==> config.mk <==
export PLATFORM = sky130hd
export DESIGN_NAME = link_arbiter
export DESIGN_NICKNAME = d
export VERILOG_FILES = /design/src/rtl/link_arbiter.sv
export SDC_FILE = /design/constraint.sdc
export NUM_CORES = 1
export LEC_CHECK = 0
export ABC_AREA = 1
export CORE_MARGIN = 2
export CORE_UTILIZATION = 42
export DETAILED_ROUTE_END_ITERATION = 12
export HOLD_SLACK_MARGIN = 0.08
export PLACE_DENSITY = 0.95
export SLEW_MARGIN = 10
export SYNTH_ARGS = -nofsm -noshare
export SYNTH_HDL_FRONTEND = slang
export SYNTH_SLANG_ARGS = --single-unit
==> constraint.sdc <==
create_clock -name clk -period 4.3 [get_ports clk]
set_clock_uncertainty 0.15 [all_clocks]
set_input_delay 0.86 -clock clk [delete_from_list [all_inputs] [get_ports clk]]
set_output_delay 0.86 -clock clk [all_outputs]
set_load 0.05 [all_outputs]
==> src/rtl/link_arbiter.sv <==
// Round-robin burst arbiter merging NUM_SRC valid/ready streams onto one registered link.
// Each grant carries up to MAX_BURST beats, and one idle cycle separates consecutive grants.
module link_arbiter #(
    parameter int WIDTH     = 64,
    parameter int NUM_SRC   = 3,
    parameter int MAX_BURST = 4
) (
    input  logic                        clk,
    input  logic                        reset,
    input  logic [NUM_SRC*WIDTH-1:0]    src_data,
    input  logic [NUM_SRC-1:0]          src_valid,
    output logic [NUM_SRC-1:0]          src_ready,
    output logic [WIDTH-1:0]            out_data,
    output logic [$clog2(NUM_SRC)-1:0]  out_src,
    output logic                        out_valid,
    input  logic                        out_ready,
    output logic                        busy
);

    localparam int IDX_W = $clog2(NUM_SRC);

    typedef enum logic {IDLE, GRANT} state_t;

    state_t             state;
    logic [IDX_W-1:0]   grant;
    logic [IDX_W-1:0]   last;
    logic [7:0]         beat_cnt;

    logic               hit;
    logic [IDX_W-1:0]   sel;
    logic [IDX_W-1:0]   cand;
    int                 idx;
    logic               can_take;
    logic               accept;

    // Search for the next valid source, starting just after the previous owner.
    always_comb begin
        hit  = 1'b0;
        sel  = '0;
        cand = '0;
        idx  = 0;
        for (int k = 1; k <= NUM_SRC; k++) begin
            idx = int'(last) + k;
            if (idx >= NUM_SRC) begin
                idx = idx - NUM_SRC;
            end
            cand = IDX_W'(idx);
            if (!hit && src_valid[cand]) begin
                hit = 1'b1;
                sel = cand;
            end
        end
    end

    assign can_take = (state == GRANT) && (!out_valid || out_ready);
    assign accept   = can_take && src_valid[grant];
    assign busy     = (state == GRANT) || out_valid;

    always_comb begin
        src_ready = '0;
        if (can_take) begin
            src_ready[grant] = 1'b1;
        end
    end

    always_ff @(posedge clk or negedge reset) begin
        if (!reset) begin
            state     <= IDLE;
            grant     <= '0;
            last      <= IDX_W'(NUM_SRC - 1);
            beat_cnt  <= '0;
            out_valid <= 1'b0;
            out_data  <= '0;
            out_src   <= '0;
        end else begin
            // A new beat takes priority over draining, so out_valid stays high back-to-back.
            if (accept) begin
                out_data  <= src_data[int'(grant)*WIDTH +: WIDTH];
                out_src   <= grant;
                out_valid <= 1'b1;
            end else if (out_valid && out_ready) begin
                out_valid <= 1'b0;
            end

            case (state)
                IDLE: begin
                    if (hit) begin
                        state    <= GRANT;
                        grant    <= sel;
                        beat_cnt <= '0;
                    end
                end
                GRANT: begin
                    if (accept) begin
                        beat_cnt <= beat_cnt + 8'd1;
                        if (beat_cnt + 8'd1 == 8'(MAX_BURST)) begin
                            state <= IDLE;
                            last  <= grant;
                        end
                    end else if (can_take) begin
                        // Offered a slot but the owner had nothing: release the link.
                        state <= IDLE;
                        last  <= grant;
                    end
                end
                default: state <= IDLE;
            endcase
        end
    end

endmodule

# --- Word-level counts from Yosys, hierarchy flattened ---
# Cells that the tools add are included.
totals:
  register_bits: 80
  in_bits: 198
  output_inout_bits: 71
  wordCells: 77
classes:
  n_addsub: 7
  n_lt_le_gt_ge: 8
  eq_ne: 4
  shifts: 1
  n_mux: 33
  n_bitwise: 1
  reduce_logical: 16
ops:
  columns: ["cell", "count"]
  rows:
  - ["variable part select 192 x 9 -> 64 bit", 1]
  - ["2-to-1 mux 2 bit", 9]
  - ["2-to-1 mux 8 bit", 2]
  - ["one-hot mux 8 bit (2 select lines)", 1]
  - ["2-to-1 mux 1 bit", 14]
  - ["less-than comparator 2 x 3 -> 1 bit (second input constant)", 4]
  - ["greater-or-equal comparator 3 x 2 -> 1 bit (second input constant)", 3]
  - ["adder 8 x 1 -> 8 bit (second input constant)", 1]
  - ["binary-select mux 1 bit (select 2 bit)", 4]
  - ["equality test 8 x 3 -> 1 bit (second input constant)", 1]
  - ["adder 2 x 2 -> 3 bit (second input constant)", 2]
  - ["logical AND 1 bit", 6]
  - ["subtractor 2 bit (second input constant)", 3]
  - ["inequality test 2 x 1 -> 1 bit (second input constant)", 2]
  - ["AND reduction 2 bit", 2]
  - ["nonzero test 2 bit", 2]
  - ["adder 2 x 1 -> 3 bit (second input constant)", 1]
  - ["logical NOT 1 bit", 3]
  - ["2-to-1 mux 3 bit", 1]
  - ["AND reduction 3 bit", 1]
  - ["demux 1 bit (select 2 bit)", 1]
  - ["greater-or-equal comparator 2 x 1 -> 1 bit (second input constant)", 1]
  - ["logical OR 1 bit", 2]
  - ["inequality test 2 bit (second input constant)", 1]
  - ["2 further kinds", 2]

# --- Logic depth before layout (Yosys ltp) ---
depth:
  ltp_word: 14
  ltp_mapped: 12
  mapped_depth_nobuf: 12

# --- Least setup slack after synthesis ---
# OpenSTA, ideal clock, no wires.
synth_timing:
  path_kind: "in2out"
  from: "input out_ready"
  to: "output src_ready[0]"
  arrival_time_ns: 2.271
  required_time_ns: 3.290
  slack_ns: 1.019
  path_stages: 4
  n_path_buf: 0
  path_cell_list: "nor2_1 > nor2_1 > inv_1 > nor3_1"
synth_via:
  elab_chain_cells: 3
synth_rtl:
  columns: ["element", "line", "rtl"]
  rows:
  - ["start, declared", "16", "input logic out_ready,"]
  - ["logical OR 1 bit", "55", "assign can_take = (state == GRANT) && (!out_valid || out_ready);"]
  - ["logical AND 1 bit", "55", null]
  - ["2-to-1 mux 3 bit", "61", "if (can_take) begin"]
  - ["end, declared", "12", "output logic [NUM_SRC-1:0] src_ready,"]
# No other way between the ends.

# --- Worst setup path in the final report ---
# Ends and elaborated chain as after synthesis.

==> results.py <==
metrics = {
    "detailed_routing": {
        "drt-initial-drc-count": 259,
        "drcViolationCount": 0,
        "routed_wl_um": 15400,
        "drt_first_pass_iters": 6,
        "vias": 5326,
        "viasPerCell": 5.13,
        "wl_per_cell_um": 14.8,
        "ant_nets": 0,
    },
    "global_routing": {
        "gr-total-overflow": 0,
        "grt_pass1_vias": 5216,
        "grt_pass1_wl_um": 24300,
        "antenna_found_initial": 1,
        "grt_max_degree": 81,
        "grt_util_all_layers_pct": 26.0,
    },
    "floorplanning": {
        "die-area_um2": 11900,
        "initial_core_util_pct": 42.9,
        "die_h_um": 109,
        "boundaryPins": 269,
        "num_rows": 38,
        "core_um2": 10800,
        "die_x_um": 109,
    },
    "logic_synthesis": {
        "synth_area_um2": 4650,
        "syn_nets": 853,
        "ys_types": 27,
        "ys_ff_latch": 80,
        "syn_avg_cell_area_um2": 7.15,
        "ys_warn_count": 0,
        "yosysSeqAreaShare_pct": 43.0,
        "syn_inst": 651,
    },
    "placed_design": {
        "pre_cts_ws_ns": 0.643,
        "port_buffers": 268,
        "dp.final_hpwl_um": 11100,
        "gp_congestion": 0.836,
    },
    "worst_hold_path": {
        "min_path_type": "flip-flop to flip-flop",
        "holdPathStages": 2,
    },
    "sta": {
        "final.min_clock_period_ns": 3.68,
        "min_period_over_period_pct": 85.6,
        "holdWs_ns": 0.330,
        "worst_slack_ns": 0.617,
        "grt_setup_unrepaired": "no",
        "fin_tns_setup_ns": 0,
        "setup_viol_count_final": 0,
        "tightest_slew_ns": 1.02,
        "hold_viol_final": 0,
        "relSlewSlack_pct": 32.3,
        "slew_violations": 0,
        "max_freq_ghz": 0.272,
    },
    "setup_path": {
        "cp.required_ns": 3.29,
        "rr_worst_depth": 7,
        "cpPeakStageDelay_ns": 0.82,
        "start_kind": "input port",
        "crit_arrival_ns": 2.67,
        "path_class": "input port to output port",
        "slowest_stage": "clkdlybuf4s50_1",
        "worstSetupEndpointType": "output port",
        "worstPathCellList": "clkdlybuf4s50_1 > nor2_1 > nor2_1 > buf_4 > inv_1 > nor3_1 > clkdlybuf4s50_1",
        "path_buf_inv": 4,
        "crit_fanout": 5,
        "cp.depth": 7,
        "critPathTopFamily": "buffers and inverters",
    },
    "clocking": {
        "htree_levels": 3,
        "numCtsBuffers": 9,
        "cts_buffer_depth": 2,
        "clockRootBuffer": "clkbuf_8",
        "insertion_delay_ns": 0.34,
        "cts.sinks": 80,
        "cts_tree": "yes",
        "postCtsSetupBuffers": 0,
        "holdBufCountCts": 0,
        "clk_pin_slew_ns": 0.07,
        "post_cts_resized": 0,
    },
    "layout": {
        "final_nets": 1095,
        "layout-drive-gt1-share_pct": 3.34,
        "mostFrequentLayoutCell": "clkdlybuf4s50_1",
        "final_core_util_pct": 69.8,
        "areaGrowthSynthToFinish_pct": 62.7,
        "layout_common_cells": "clkdlybuf4s50_1, nand2_1, inv_1, nand3_1, dfrtp_1",
    },
    "power_and_ir_drop": {
        "powerDensity_nw_per_um2": 699,
        "irDropWorstVdd_uv": 841,
        "p_leak_uw": 0.00340,
    },
    "run_status": {
        "status": "complete, no violations",
    },
    "job": {
        "maxCapViolCount": 0,
    },
}
[stage by stage]
stage	power [uW]	instances	instance area, um2
after floorplan	3570	651	4650
after detailed placement	4680	1022	7350
final	5290	1039	7570
after global placement	4600	1022	7350
after global routing	5640	1039	7570
after CTS	5300	1038	7570
[layout make-up]
type / instances / area, um2
fillers: 831 / 3270
repair buffers: 275 / 2730
multi-input cells: 441 / 2120
flip-flops and latches: 80 / 2000
inverters: 86 / 323
well taps: 140 / 175
clock buffers: 13 / 149
clock inverters: 3 / 65.1
diodes: 1 / 2.50
[layer usage]
layer	GRT usage, %	share of wire (%)	vias up
met5	0	0	-
met4	13.5	3.9	0
met3	6.93	8.4	47
met2	44.6	49	243
met1	29.7	38	2415
li1	-	-	2621
[path summary, 6_finish.rpt]
check	startpoint	endpoint	slack (ns)
setup / recovery	out_ready	src_ready[0]	0.62
hold / removal	out_data[46]	out_data[46]	0.33
setup reg to reg	grant[0]	out_data[62]	1.76
hold reg to reg	out_data[46]	out_data[46]	0.33
max in group asynchronous	reset	grant[0]	2.77
min in group asynchronous	reset	out_data[5]	0.53
[power breakdown]
part	total, uW	switching [uW]	internal (uW)
sequential	1250	183	1070
combinational	3420	2300	1120
clock	610	266	343
[tightest hold or removal path, delay by kind of cell (launching register included)]
| family | cells | cell delay, ns |
|---|---|---|
| flops | 1 | 0.34 |
| simple gates | 2 | 0.11 |
[logic make-up after synthesis]
group                    synth area share (%)
AND/OR/NAND/NOR                          22.3
AO/OA/AOI/OAI                            21.5
buffers and inverters                    11.7
flip-flops                               43.0
adder cells (fa/ha/maj)                  1.08
XOR/XNOR                                0.377
[state kept, by name, summed over array words and instances (netlist names)]
name,flops
beat_cnt,8
grant,2
last,2
out_data,64
out_src,2
out_valid,1
state,1
[synthesized netlist by cell type (all sizes together)]
cell | count | area (um2)
and2 | 2 | 12.5
a22o | 2 | 17.5
nor2 | 15 | 58.8
clkbuf | 27 | 101
inv | 86 | 323
a31oi | 1 | 6.26
nand3b | 1 | 7.51
or2 | 1 | 6.26
o21ai | 120 | 608
nand2 | 139 | 524
dfstp | 1 | 26.3
buf | 17 | 119
o21bai | 1 | 7.51
dfrtp | 79 | 1980
nor3 | 2 | 10.0
o211ai | 10 | 75.1
xnor2 | 2 | 17.5
ha | 4 | 50.1
a21oi | 57 | 285
nand3 | 84 | 420
Power figures use the tool's default switching activity.
